File: config.mk
export PLATFORM = sky130hd
export DESIGN_NAME = exu_hazard_ctrl_flat
export DESIGN_NICKNAME = d
export VERILOG_FILES = /design/src/rtl/exu_hazard_ctrl_if.sv /design/src/rtl/exu_hazard_ctrl.sv /design/src/flat_wrapper.sv
export SDC_FILE = /design/constraint.sdc
export NUM_CORES = 1
export LEC_CHECK = 0
export ABC_CLOCK_PERIOD_IN_PS = 3300
export CAP_MARGIN = 25
export CORE_MARGIN = 2
export CORE_UTILIZATION = 42
export DETAILED_ROUTE_END_ITERATION = 10
export GPL_TIMING_DRIVEN = 0
export PLACE_DENSITY_LB_ADDON = 0.12
export SLEW_MARGIN = 20
export SYNTH_ARGS = -nofsm -noshare
export SYNTH_HDL_FRONTEND = slang
export SYNTH_SLANG_ARGS = --single-unit
File: constraint.sdc
create_clock -name clk -period 3.3 [get_ports clk]
set_clock_uncertainty 0.05 [all_clocks]
set_input_delay 0.99 -clock clk [delete_from_list [all_inputs] [get_ports clk]]
set_output_delay 0.99 -clock clk [all_outputs]
set_load 0.1 [all_outputs]
File: src/rtl/exu_hazard_ctrl_if.sv
// Purpose: groups the ID/EX hazard inputs and pipeline control outputs of the execute-stage sequencer.
// Latency: none; this is a wiring bundle only.
// Backpressure: stalls and flushes travel from the controller back to the pipeline side.
interface exu_hazard_ctrl_if;
  logic       id_valid;
  logic [4:0] id_rs1;
  logic [4:0] id_rs2;
  logic       id_rs1_used;
  logic       id_rs2_used;
  logic       id_is_md;
  logic [4:0] ex_rd;
  logic       ex_mem_ren;
  logic       ex_redirect;
  logic       md_done;
  logic       pc_stall;
  logic       if_id_stall;
  logic       if_id_flush;
  logic       inst_clear;
  logic       md_start;
  logic       md_abort;
  logic       md_sel;
  logic       md_error;

  // Pipeline side: presents decode/execute status, receives sequencing controls.
  modport master (
    output id_valid, id_rs1, id_rs2, id_rs1_used, id_rs2_used, id_is_md,
    output ex_rd, ex_mem_ren, ex_redirect, md_done,
    input  pc_stall, if_id_stall, if_id_flush, inst_clear,
    input  md_start, md_abort, md_sel, md_error
  );

  // Controller side.
  modport slave (
    input  id_valid, id_rs1, id_rs2, id_rs1_used, id_rs2_used, id_is_md,
    input  ex_rd, ex_mem_ren, ex_redirect, md_done,
    output pc_stall, if_id_stall, if_id_flush, inst_clear,
    output md_start, md_abort, md_sel, md_error
  );
endinterface

File: src/rtl/exu_hazard_ctrl.sv
// Purpose: execute-stage sequencer: load-use bubbles, redirect flushes, multi-cycle mul/div hold/release.
// Latency: stall/flush/bubble outputs are combinational in the cycle of the cause; md_sel/md_error are registered.
// Backpressure: holds PC and IF/ID while a load-use hazard resolves or a mul/div is outstanding.
module exu_hazard_ctrl #(
  parameter int unsigned FLUSH_EXTRA   = 0,
  parameter int unsigned MD_MAX_CYCLES = 40
) (
  input logic             clk,
  input logic             rst_n,
  exu_hazard_ctrl_if.slave hz
);

  typedef enum logic [1:0] {RUN, FLUSH, MD_WAIT} state_t;

  localparam logic [2:0] FLUSH_LOAD = 3'(FLUSH_EXTRA);
  localparam logic [7:0] MD_LIMIT   = 8'(MD_MAX_CYCLES);
  // With no extra flush cycles the redirect cycle alone clears the front end.
  localparam state_t     REDIR_STATE = (FLUSH_EXTRA > 0) ? FLUSH : RUN;

  state_t     state, state_nxt;
  logic [2:0] flush_cnt, flush_cnt_nxt;
  logic [7:0] md_cnt, md_cnt_nxt;
  logic       sel_q, sel_nxt;
  logic       err_q, err_nxt;
  logic       stall, flush, clear, start, abort;
  logic       lu;

  // Load-use hazard: a load in EX writes a register the ID instruction reads.
  always_comb begin
    lu = hz.ex_mem_ren && (hz.ex_rd != 5'd0) && hz.id_valid &&
         ((hz.id_rs1_used && (hz.id_rs1 == hz.ex_rd)) ||
          (hz.id_rs2_used && (hz.id_rs2 == hz.ex_rd)));
  end

  // State, counters and registered result-select/error flags.
  always_ff @(posedge clk) begin
    if (!rst_n) begin
      state     <= RUN;
      flush_cnt <= '0;
      md_cnt    <= '0;
      sel_q     <= 1'b0;
      err_q     <= 1'b0;
    end else begin
      state     <= state_nxt;
      flush_cnt <= flush_cnt_nxt;
      md_cnt    <= md_cnt_nxt;
      sel_q     <= sel_nxt;
      err_q     <= err_nxt;
    end
  end

  // Next-state and control outputs; redirect outranks timeout, md_done, load-use and launch.
  always_comb begin
    state_nxt     = state;
    flush_cnt_nxt = flush_cnt;
    md_cnt_nxt    = md_cnt;
    sel_nxt       = 1'b0;
    err_nxt       = err_q;
    stall         = 1'b0;
    flush         = 1'b0;
    clear         = 1'b0;
    start         = 1'b0;
    abort         = 1'b0;
    case (state)
      RUN: begin
        if (hz.ex_redirect) begin
          flush         = 1'b1;
          clear         = 1'b1;
          state_nxt     = REDIR_STATE;
          flush_cnt_nxt = FLUSH_LOAD;
        end else if (lu) begin
          stall = 1'b1;
          clear = 1'b1;
        end else if (hz.id_valid && hz.id_is_md) begin
          start      = 1'b1;
          stall      = 1'b1;
          clear      = 1'b1;
          md_cnt_nxt = 8'd1;
          state_nxt  = MD_WAIT;
        end
      end
      FLUSH: begin
        flush = 1'b1;
        clear = 1'b1;
        if (hz.ex_redirect) begin
          flush_cnt_nxt = FLUSH_LOAD;
          state_nxt     = REDIR_STATE;
        end else if (flush_cnt <= 3'd1) begin
          flush_cnt_nxt = '0;
          state_nxt     = RUN;
        end else begin
          flush_cnt_nxt = flush_cnt - 3'd1;
        end
      end
      MD_WAIT: begin
        if (hz.ex_redirect) begin
          // Older instruction in EX redirected: the mul/div in ID is wrong-path.
          abort         = 1'b1;
          flush         = 1'b1;
          clear         = 1'b1;
          md_cnt_nxt    = '0;
          flush_cnt_nxt = FLUSH_LOAD;
          state_nxt     = REDIR_STATE;
        end else if ((md_cnt == MD_LIMIT) && !hz.md_done) begin
          // Unit hung: drop the instruction as a bubble and flag it.
          abort      = 1'b1;
          clear      = 1'b1;
          err_nxt    = 1'b1;
          md_cnt_nxt = '0;
          state_nxt  = RUN;
        end else if (hz.md_done) begin
          // Release the held instruction into EX with the mul/div result selected.
          sel_nxt    = 1'b1;
          md_cnt_nxt = '0;
          state_nxt  = RUN;
        end else begin
          stall      = 1'b1;
          clear      = 1'b1;
          md_cnt_nxt = md_cnt + 8'd1;
        end
      end
      default: state_nxt = RUN;
    endcase
  end

  // Drive the interface; both stall outputs share one source so they never diverge.
  always_comb begin
    hz.pc_stall    = stall;
    hz.if_id_stall = stall;
    hz.if_id_flush = flush;
    hz.inst_clear  = clear;
    hz.md_start    = start;
    hz.md_abort    = abort;
    hz.md_sel      = sel_q;
    hz.md_error    = err_q;
  end

endmodule

File: src/flat_wrapper.sv
// flat-port wrapper written by rule: the top's interface ports become plain ports
module exu_hazard_ctrl_flat 
#(
  parameter int unsigned FLUSH_EXTRA   = 0,
  parameter int unsigned MD_MAX_CYCLES = 40
)
  (clk, rst_n, hz_id_valid, hz_id_rs1, hz_id_rs2, hz_id_rs1_used, hz_id_rs2_used, hz_id_is_md, hz_ex_rd, hz_ex_mem_ren, hz_ex_redirect, hz_md_done, hz_pc_stall, hz_if_id_stall, hz_if_id_flush, hz_inst_clear, hz_md_start, hz_md_abort, hz_md_sel, hz_md_error);
  exu_hazard_ctrl_if hz_i ();
  input logic clk;
  input logic rst_n;
  input wire logic [$bits(hz_i.id_valid)-1:0] hz_id_valid;
  input wire logic [$bits(hz_i.id_rs1)-1:0] hz_id_rs1;
  input wire logic [$bits(hz_i.id_rs2)-1:0] hz_id_rs2;
  input wire logic [$bits(hz_i.id_rs1_used)-1:0] hz_id_rs1_used;
  input wire logic [$bits(hz_i.id_rs2_used)-1:0] hz_id_rs2_used;
  input wire logic [$bits(hz_i.id_is_md)-1:0] hz_id_is_md;
  input wire logic [$bits(hz_i.ex_rd)-1:0] hz_ex_rd;
  input wire logic [$bits(hz_i.ex_mem_ren)-1:0] hz_ex_mem_ren;
  input wire logic [$bits(hz_i.ex_redirect)-1:0] hz_ex_redirect;
  input wire logic [$bits(hz_i.md_done)-1:0] hz_md_done;
  output wire logic [$bits(hz_i.pc_stall)-1:0] hz_pc_stall;
  output wire logic [$bits(hz_i.if_id_stall)-1:0] hz_if_id_stall;
  output wire logic [$bits(hz_i.if_id_flush)-1:0] hz_if_id_flush;
  output wire logic [$bits(hz_i.inst_clear)-1:0] hz_inst_clear;
  output wire logic [$bits(hz_i.md_start)-1:0] hz_md_start;
  output wire logic [$bits(hz_i.md_abort)-1:0] hz_md_abort;
  output wire logic [$bits(hz_i.md_sel)-1:0] hz_md_sel;
  output wire logic [$bits(hz_i.md_error)-1:0] hz_md_error;
  assign hz_i.id_valid = hz_id_valid;
  assign hz_i.id_rs1 = hz_id_rs1;
  assign hz_i.id_rs2 = hz_id_rs2;
  assign hz_i.id_rs1_used = hz_id_rs1_used;
  assign hz_i.id_rs2_used = hz_id_rs2_used;
  assign hz_i.id_is_md = hz_id_is_md;
  assign hz_i.ex_rd = hz_ex_rd;
  assign hz_i.ex_mem_ren = hz_ex_mem_ren;
  assign hz_i.ex_redirect = hz_ex_redirect;
  assign hz_i.md_done = hz_md_done;
  assign hz_pc_stall = hz_i.pc_stall;
  assign hz_if_id_stall = hz_i.if_id_stall;
  assign hz_if_id_flush = hz_i.if_id_flush;
  assign hz_inst_clear = hz_i.inst_clear;
  assign hz_md_start = hz_i.md_start;
  assign hz_md_abort = hz_i.md_abort;
  assign hz_md_sel = hz_i.md_sel;
  assign hz_md_error = hz_i.md_error;
  exu_hazard_ctrl #(.FLUSH_EXTRA(FLUSH_EXTRA), .MD_MAX_CYCLES(MD_MAX_CYCLES)) u_core (.clk(clk), .rst_n(rst_n), .hz(hz_i));
endmodule
==> qor.log <==
INFO  logic_synthesis post_synth_num_cell_types=38
INFO  power          power_density=266nW/µm²
INFO  global_routing pin_count_of_the_biggest_net_entering_global_routing=11
INFO  power          vdd.ir_drop.worst=0.190mV
INFO  setup_path     timing.critical_path.max_delay_family=simple AND/OR/NAND/NOR gates
INFO  logic_synthesis synth_enable_flop_cells=0
INFO  die            coreArea=1760µm²
INFO  logic_synthesis mappedNetlistNets=128
INFO  sta            worst-slew-pin-transition=0.966ns
INFO  cells_and_area layout_common_cells=dfxtp_1, nor2_1, clkdlybuf4s50_1
INFO  placed_design  routabilityCongestion=0.797
INFO  cells_and_area layout.cells.most_common=dfxtp_1
INFO  sta            hold_viol=0
INFO  global_routing grt.total_usage=24.8%
INFO  power          leakage_power_summed_over_all_cells=0.496nW
INFO  cells_and_area diodes=0
INFO  sta            layout_min_cycle_time=3.49ns
INFO  setup_path     worstSetupStartpointType=input port
INFO  route          wl_per_cell=14.0µm
INFO  logic_synthesis asyncSetResetFlopFracSynth=0%
INFO  setup_path     path_buf_inv=4
INFO  cells_and_area fillers=152
INFO  setup_path     critical_path.cell_chain=buf_8 > or4_4 > o211ai_4 > nor2_2 > buf_4 > o2bb2ai_4 > buf_12 > buf_12
INFO  logic_synthesis synth.yosys.warnings=0
INFO  run            maxCapViolCount=0
INFO  global_routing antenna_found_initial=0
INFO  route          detail_route.iter0.violations=7
INFO  sta            headroom_to_the_max_slew_limit=35.4%
INFO  setup_path     endpoint_kind=output pin
INFO  status         failed_checks=negative setup slack
INFO  logic_synthesis synth.largest_area_cell=dfxtp_1
INFO  sta            timing.final.ws_setup=-0.188ns
INFO  route          drt_first_pass_iters=4
INFO  cells_and_area drive_gt1_share=31.3%
INFO  route          route.final.wire_length=2370µm
INFO  global_routing grt_overflow_total=0
INFO  logic_synthesis yosys-top-cells-area=dfxtp_1, xor2_1, nor2_1
INFO  clocking       max-clock-path-buffers=2
INFO  die            die_w=47.7µm
INFO  status         status=finished, violations left
INFO  cells_and_area nNetsFinal=171
INFO  setup_path     path_class=input port to output pin
INFO  die            die_h=47.7µm
INFO  sta            report.final.slew_viol_count=0
INFO  clocking       cts-buffers-inserted=3
INFO  placed_design  dpl_cell_area=1190µm²
INFO  min_path       hold_class=flip-flop to flip-flop
INFO  setup_path     critical-path-top-cell-by-count=buf_12
INFO  setup_path     crit_arrival=2.45ns
INFO  route          vias_per_cell=5.46
INFO  die            pin_count=32
INFO  sta            fmaxAchievable=287MHz
INFO  die            die_area=2280µm²
INFO  placed_design  dpl.hpwl=1700µm
INFO  placed_design  io_buffer_count=31
INFO  cells_and_area multi_input_combinational_cell_area=616µm²
INFO  logic_synthesis synth_flop_cell=dfxtp_1
INFO  route          route.vias.total=923
INFO  clocking       clk-insertion-delay-late=0.28ns
INFO  setup_path     critPathMaxFanout=2
INFO  cells_and_area layout.cell_area.non_filler=1330µm²
INFO  logic_synthesis ys_ff_latch=11
INFO  die            num_rows=15
INFO  logic_synthesis synth_area_per_cell=7.88µm²
INFO  logic_synthesis synthesis.instances=102
INFO  sta            rsz0062_at_grt=yes
INFO  setup_path     crit_path_top_delay_cell=or4_4
INFO  clocking       tritoncts_num_sinks=11
INFO  setup_path     cp.required=2.26ns
INFO  sta            final.period_utilization=106%
INFO  clocking       path_clk_slew=0.06ns
INFO  cells_and_area areaGrowthSynthToFinish=65.0%
INFO  logic_synthesis ys_seq_area_share=27.4%
INFO  route          post-route-drc-count=0
INFO  global_routing global_route_wire_length_before_repair=3930µm
INFO  setup_path     timing.critical_path.slowest_cell_delay=0.54ns
INFO  logic_synthesis synth_top_cell_area_share=27.4%
INFO  logic_synthesis syn-cell-area=803µm²
INFO  die            initial_utilization=45.5%
INFO  clocking       tritoncts=built
INFO  cells_and_area post-route-util=75.1%
INFO  sta            final-setup-viol-count=4
INFO  clocking       clk_root_buffer_cell=clkbuf_4
INFO  route          detail-route-antenna-nets=0
INFO  global_routing grt_pass1_vias=909
INFO  clocking       cts_htree_levels=1
INFO  cells_and_area seq_area=220µm²
-- synth_stat cells, types with 2 or more instances --
master     n
o21a_1     2
dfxtp_1   11
a21oi_1    3
a31oi_1    6
nor2_1    12
nand2_1    8
inv_1      4
clkbuf_1   2
buf_4      2
a211oi_1   2
xor2_1     8
o21ai_0    6
ha_1       2
nand3_1    5
nor3_1     3
xnor2_1    2
nor4_1     3
-- state kept, by name, indices dropped and copies added, names as in the netlist --
name                flops
u_core.hz.md_error      1
u_core.md_cnt           8
u_core.state            1
u_core.hz.md_sel        1
-- per-layer routing --
layer	GRT usage, %	routed length (µm)	vias up
li1	-	-	463
met1	28.6	978	425
met2	44.3	1210	27
met3	7.55	99	8
met4	5.95	76	0
met5	0	0	-
-- cells by family (layout without fill, tap and decap cells) --
logic type	Yosys count	in the layout	synth area share, %
AOI/OAI and AO/OA	31	31	29.0
xor gates and xnor gates	10	10	10.9
adders and majority gates	2	2	3.11
buffers and inverters	10	52	5.76
DFF	11	11	27.4
and+or+nand+nor	38	38	23.8
-- stage by stage --
stage                     setup WS (ns)  std cells  TNS, ns  power [mW]  hold WS (ns)
after floorplan                  -0.565        102   -0.786       0.202         0.382
after global placement            -1.65        158    -7.53       0.247         0.402
after detailed placement          -1.68        158    -7.67       0.249         0.412
after CTS                        -0.239        169   -0.664       0.350         0.424
after global routing             -0.233        169   -0.755       0.368         0.470
final                            -0.188        169   -0.573       0.353         0.433
-- power by group --
group / switching [mW] / internal [mW]
clock: 0.0472 / 0.0470
combinational: 0.0681 / 0.0546
sequential: 0.00214 / 0.134
-- worst paths after layout --
kind              slack, ns        startpoint  cells after the start          endpoint
setup / recovery      -0.19       hz_ex_rd[2]                      8       hz_pc_stall
hold / removal         0.43  u_core.md_cnt[7]                      1  u_core.md_cnt[7]
setup reg to reg       1.52  u_core.md_cnt[0]                      7  u_core.md_cnt[3]
hold reg to reg        0.43  u_core.md_cnt[7]                      1  u_core.md_cnt[7]
-- layout make-up --
type                    count  area share (%)
flip-flops and latches     11            16.6
inverters                   5            1.42
clock buffers               4            1.98
well taps                  25            2.36
repair buffers             38            28.0
plain buffers               5            3.12
multi-input cells          81            46.5
-- repair_timing --
item,4_1_cts,5_1_grt
pin swaps,17,2
hold buffers,0,0
resized for setup,101,6
cloned,0,0
setup endpoints to repair,6,5
buffers inserted,7,0
endpoints found under the hold margin,0,0
Power figures use the tool's default switching activity.
